==> src/rtl/clk_period_meter_if.sv <==
// Signal bundle for clk_period_meter: the measured input and the period result.
// The meter uses the slave modport; whoever drives SIG_IN and consumes results uses master.
interface clk_period_meter_if #(
  parameter int unsigned CNT_W = 16
);
  logic             sig_in;
  logic [CNT_W-1:0] period;
  logic             valid;
  logic             stall;

  modport master (output sig_in, input period, valid, stall);
  modport slave  (input sig_in, output period, valid, stall);
endinterface

==> src/rtl/clk_period_meter.sv <==
// Measures the period of a slow asynchronous signal in fast-clock cycles (rise to rise).
// Define PERIOD_AVG_EN to report the average of the last four periods instead of the raw one.
module clk_period_meter #(
  parameter int unsigned CNT_W       = 16,
  parameter int unsigned SYNC_STAGES = 2
) (
  input logic                clk_100mhz,
  input logic                rst_n,
  clk_period_meter_if.slave  bus
);

  localparam logic [0:0]       StIdle    = 1'b0;
  localparam logic [0:0]       StMeasure = 1'b1;
  localparam logic [CNT_W-1:0] CntMax    = '1;
  localparam logic [CNT_W-1:0] CntOne    = {{(CNT_W-1){1'b0}}, 1'b1};

  logic [SYNC_STAGES-1:0] sync_q;
  logic                   s_prev_q;
  logic                   rise;
  logic [0:0]             state_q, state_d;
  logic [CNT_W-1:0]       cnt_q, cnt_d;
  logic [CNT_W-1:0]       period_q, period_d;
  logic                   valid_q, valid_d;
  logic                   stall_q, stall_d;

  assign rise = sync_q[SYNC_STAGES-1] & ~s_prev_q;

`ifdef PERIOD_AVG_EN
  // Three previous periods; the fourth history entry is the count being pushed now.
  logic [2:0][CNT_W-1:0] hist_q, hist_d;
  logic [1:0]            hist_cnt_q, hist_cnt_d;
  logic [CNT_W+1:0]      avg_sum;

  assign avg_sum = {2'b00, cnt_q} + {2'b00, hist_q[0]} + {2'b00, hist_q[1]}
                 + {2'b00, hist_q[2]};
`endif

  always_comb begin
    state_d  = state_q;
    cnt_d    = cnt_q;
    period_d = period_q;
    valid_d  = 1'b0;
    stall_d  = stall_q;
`ifdef PERIOD_AVG_EN
    hist_d     = hist_q;
    hist_cnt_d = hist_cnt_q;
`endif
    case (state_q)
      StIdle: begin
        if (rise) begin
          cnt_d   = CntOne;
          state_d = StMeasure;
        end else begin
          cnt_d = '0;
        end
      end
      StMeasure: begin
        if (rise) begin
          cnt_d = CntOne;
`ifdef PERIOD_AVG_EN
          hist_d[0] = cnt_q;
          hist_d[1] = hist_q[0];
          hist_d[2] = hist_q[1];
          if (hist_cnt_q == 2'd3) begin
            period_d = avg_sum[CNT_W+1:2];
            valid_d  = 1'b1;
            stall_d  = 1'b0;
          end else begin
            hist_cnt_d = hist_cnt_q + 2'd1;
          end
`else
          period_d = cnt_q;
          valid_d  = 1'b1;
          stall_d  = 1'b0;
`endif
        end else if (cnt_q == CntMax) begin
          // Timeout: counter never wraps, measurement restarts from IDLE.
          stall_d  = 1'b1;
          period_d = '0;
          cnt_d    = '0;
          state_d  = StIdle;
`ifdef PERIOD_AVG_EN
          hist_d     = '0;
          hist_cnt_d = 2'd0;
`endif
        end else begin
          cnt_d = cnt_q + CntOne;
        end
      end
      default: begin
        state_d = StIdle;
        cnt_d   = '0;
      end
    endcase
  end

  always_ff @(posedge clk_100mhz or negedge rst_n) begin
    if (!rst_n) begin
      sync_q   <= '0;
      s_prev_q <= 1'b0;
      state_q  <= StIdle;
      cnt_q    <= '0;
      period_q <= '0;
      valid_q  <= 1'b0;
      stall_q  <= 1'b0;
    end else begin
      sync_q   <= {sync_q[SYNC_STAGES-2:0], bus.sig_in};
      s_prev_q <= sync_q[SYNC_STAGES-1];
      state_q  <= state_d;
      cnt_q    <= cnt_d;
      period_q <= period_d;
      valid_q  <= valid_d;
      stall_q  <= stall_d;
    end
  end

`ifdef PERIOD_AVG_EN
  always_ff @(posedge clk_100mhz or negedge rst_n) begin
    if (!rst_n) begin
      hist_q     <= '0;
      hist_cnt_q <= 2'd0;
    end else begin
      hist_q     <= hist_d;
      hist_cnt_q <= hist_cnt_d;
    end
  end
`endif

  assign bus.period = period_q;
  assign bus.valid  = valid_q;
  assign bus.stall  = stall_q;

endmodule

==> src/flat_wrapper.sv <==
// flat-port wrapper written by rule: the top's interface ports become plain ports
module clk_period_meter_flat 
#(
  parameter int unsigned CNT_W       = 16,
  parameter int unsigned SYNC_STAGES = 2
)
  (clk_100mhz, rst_n, bus_sig_in, bus_period, bus_valid, bus_stall);
  clk_period_meter_if #(.CNT_W(CNT_W)) bus_i ();
  input logic clk_100mhz;
  input logic rst_n;
  input wire logic [$bits(bus_i.sig_in)-1:0] bus_sig_in;
  output wire logic [$bits(bus_i.period)-1:0] bus_period;
  output wire logic [$bits(bus_i.valid)-1:0] bus_valid;
  output wire logic [$bits(bus_i.stall)-1:0] bus_stall;
  assign bus_i.sig_in = bus_sig_in;
  assign bus_period = bus_i.period;
  assign bus_valid = bus_i.valid;
  assign bus_stall = bus_i.stall;
  clk_period_meter #(.CNT_W(CNT_W), .SYNC_STAGES(SYNC_STAGES)) u_core (.clk_100mhz(clk_100mhz), .rst_n(rst_n), .bus(bus_i));
endmodule
==> config.mk <==
export PLATFORM = sky130hd
export DESIGN_NAME = clk_period_meter_flat
export DESIGN_NICKNAME = d
export VERILOG_FILES = /design/src/rtl/clk_period_meter_if.sv /design/src/rtl/clk_period_meter.sv /design/src/flat_wrapper.sv
export SDC_FILE = /design/constraint.sdc
export NUM_CORES = 1
export LEC_CHECK = 0
export CAP_MARGIN = 5
export CORE_AREA = 2 2 60 62
export CTS_CLUSTER_SIZE = 16
export DETAILED_ROUTE_END_ITERATION = 12
export DIE_AREA = 0 0 62 64
export DONT_BUFFER_PORTS = 1
export GPL_TIMING_DRIVEN = 0
export SLEW_MARGIN = 10
export SYNTH_ARGS = -nofsm -noshare
export SYNTH_HDL_FRONTEND = slang
export SYNTH_SLANG_ARGS = --single-unit
==> constraint.sdc <==
create_clock -name clk_100mhz -period 4.64 [get_ports clk_100mhz]
set_input_delay 1.16 -clock clk_100mhz [delete_from_list [all_inputs] [get_ports clk_100mhz]]
set_output_delay 1.16 -clock clk_100mhz [all_outputs]
set_load 0.05 [all_outputs]
==> impl_summary.txt <==
----------------------------------------------------
[Clock tree]
  Later-pin clock latency in the skew report ... approximately 0.34 ns
  Clock Pin Slew Worst Setup and Hold Paths ... around 0.11 ns
  Number of post-CTS setup repair buffers ... 0
  Number of buffers on the longest clock path ... 2
  CTS root buf ... clkbuf_4
  Number of buffers inserted for hold repair after clock tree synthesis ... 0
  # clock sinks ... 38
  Maximum level of the CTS H-tree ... 2
  TritonCTS buffer count ... 5
  CTS-repair resized insts ... 0
  TritonCTS clock tree ... built

[Yosys]
  Post-synthesis instance area ... roughly 0.0016 mm^2
  Share of the synthesized area in the top cell type ... between 50% and 60%
  Commonest cells in the netlist ... 38 x dfrtp_1, 38 x nand2_1, 19 x nor2_1, 16 x a21oi_1, 13 x xnor2_1
  Number of flops mapped to enable cells by yosys ... 0
  Count of warnings emitted by yosys ... 0
  Share of synthesized registers carrying an async set or reset ... between 90% and 100%
  Distinct cell type count after synthesis ... 25
  Cells taking the most area after synthesis ... dfrtp_1 59%, nand2_1 8.8%, xnor2_1 7.1%, a21oi_1 5.0%, nor2_1 4.4%
  Post-Syn Instances ... 160
  Most used DFF post-synth ... dfrtp_1
  Sequential element share of the synthesized area ... around 60%
  Post-synth net total ... roughly 160
  Flop and latch count out of synthesis ... 38
  Area leader, netlist ... dfrtp_1
  Avg Inst Size Synth ... a little over 10 um^2

[Pwr]
  Maximum resistive drop on vdd ... 156 uV
  Total power per unit cell area ... 399 mW/mm^2
  Leakage power total ... around 0.8 nW

[Place]
  Placed instance area ... around 0.0017 mm^2
  Last weighted congestion value of the routability-driven placer ... around 0.80
  Port buffer count ... 0
  DP HPWL ... roughly 2000 um
  Placed insts ... just over 200

[Timing]
  Post-route clock period utilization ... 46.4%
  Number of pins exceeding their max-slew limit in the final report ... 0
  Total Negative Setup Slacks ... 0 ns
  Final clock skew ... around 0.0093 ns
  Worst-case hold slack ... around 0.36 ns
  Relative slew margins ... between 60% and 70%
  Period minus WS final ... about 2.2 ns
  Slew at the pin closest to its max-slew limit ... around 0.48 ns
  Setup repair after global routing missed its margin ... no
  Max Clock Freq ... between 0.4 and 0.5 GHz
  Number of setup violations in the final report ... 0
  Final hold violations ... 0

[Die]
  Die Outline Area ... 0.00397 mm^2
  Die Wd ... between 60 and 70 um
  Std cell rows ... 21
  Starting density of the core ... approximately 49%
  I/O pin cnt ... 21
  Core area ... 0.00328 mm^2
  Die height ... 64 um

[Final layout]
  Number of nets in the finished design ... roughly 170
  Proportion of layout cells with a drive suffix above 1 ... 10.1%
  Area grow syn2layout ... 8.38%
  Number of filler cells placed in the layout ... between 200 and 300
  Fin area ... 0.00175 mm^2
  Antenna fix cells ... 0
  Post-Layout Cell Count ... about 210
  Fin util ... a little over half

[Setup path]
  Maximum fanout along the worst path ... 2
  Arr. time, crit path ... between 0.9 and 1 ns
  CP required ... around 3.5 ns
  Path depth of the worst reg2reg path ... 6
  Reg-to-reg setup timing slack ... around 2.6 ns
  Path type of the worst setup path ... reg2out
  Endpoint kind of the worst setup timing path ... primary output
  CP Depth ... 0
  Worst Setup Start Kind ... flop

[Routing]
  Routed vias ... between 1,000 and 1,500
  Final routed DRC violation total ... 0
  Antenna violation net count after detailed routing ... 0
  TritonRoute pass-1 iters ... 4
  Routed WL ... ~2700 um
  Post-detailed-route via-to-cell ratio ... about 5
  Starting DRC count in detailed routing ... 81
  Avg WL per Cell ... between 10 and 15 um

[Global routing]
  Global-route wire length before repair ... 4890 um
  Total grt overflow ... 0
  Maximum number of pins on one net before global-route repair ... 39
  GRT Resource Usage Total ... approximately 17%
  Antenna violations before repair ... 0
  Via count of the first global-routing pass ... approximately 1,100

[Worst hold path]
  Classification of the worst-slack hold path ... reg2reg
  Number of cells on the worst hold path ... 0

[Outcome]
  Result of the run ... complete, no violations

[Job]
  # Max-Cap Violations ... 0

----------------------------------------------------
final cells by class:
class	count	area (um^2)	area share [%]
flip-flops and latches	38	951	54.4
clock buffers	5	37.5	2.15
inverters	6	22.5	1.29
well taps	46	57.6	3.29
multi-input cells	111	601	34.4
clock inverters	3	40.0	2.29
plain buffers	5	38.8	2.22
stage by stage:
stage | worst slack [ns] | total power (W)
detailed placement | 2.60 | 0.000490
global route | 2.41 | 0.000736
finish | 2.49 | 0.000697
global placement | 2.62 | 0.000486
CTS | 2.47 | 0.000705
floorplan | 2.86 | 0.000475
state kept, by name, summed over array words and instances, names as in the netlist:
| signal | cells |
|---|---|
| u_core.bus.period | 16 |
| u_core.cnt_q | 16 |
| u_core.sync_q | 2 |
| u_core.bus.stall | 1 |
| u_core.bus.valid | 1 |
| u_core.s_prev_q | 1 |
| u_core.state_q | 1 |
layer usage:
layer | GRT usage, % | share of wire [%]
met4 | 6.12 | 1.3
met3 | 6.07 | 5.9
met5 | 0 | 0
met2 | 22.8 | 44
met1 | 23.6 | 49
path summary, 6_finish.rpt:
check	start	end
worst min register to register	u_core.sync_q[0]$_DFF_PN0_	u_core.sync_q[1]$_DFF_PN0_
worst min-delay path	u_core.sync_q[0]$_DFF_PN0_	u_core.sync_q[1]$_DFF_PN0_
worst max-delay path	u_core.bus.period[9]$_DFFE_PN0P_	bus_period[9]
worst max register to register	u_core.cnt_q[0]$_DFF_PN0_	u_core.bus.period[5]$_DFFE_PN0P_
max in group asynchronous	rst_n	u_core.cnt_q[9]$_DFF_PN0_
min in group asynchronous	rst_n	u_core.bus.valid$_DFF_PN0_
power by group:
| group | leakage [nW] | switching [W] | internal (W) |
|---|---|---|---|
| clock | 0.0450 | 0.000102 | 0.000112 |
| combinational | 0.234 | 0.0000281 | 0.0000235 |
| sequential | 0.507 | 0.0000736 | 0.000358 |
logic make-up (layout without fill, tap and decap cells):
family / Yosys count / in the layout / share of synthesized area [%]
buffers and inverters: 11 / 19 / 3.80
AND/OR/NAND/NOR: 78 / 78 / 23.0
adder cells (fa/ha/maj): 1 / 1 / 0.776
flip-flops: 38 / 38 / 59.0
XOR/XNOR: 14 / 14 / 7.60
AO/OA/AOI/OAI: 18 / 18 / 5.82
placed cells by master (no fill, tap or decap), types with 2 or more instances in the layout:
cell type  instances
clkbuf_4           5
a21oi_1           16
clkbuf_1           2
inv_1              5
xnor2_1           13
nor4_1             3
nor2_1            19
clkinv_2           2
nand2_1           38
nand3_1            5
nand4_1            3
dfrtp_1           38
nor3_1             4
No activity file was read; power rests on OpenSTA's default activity.
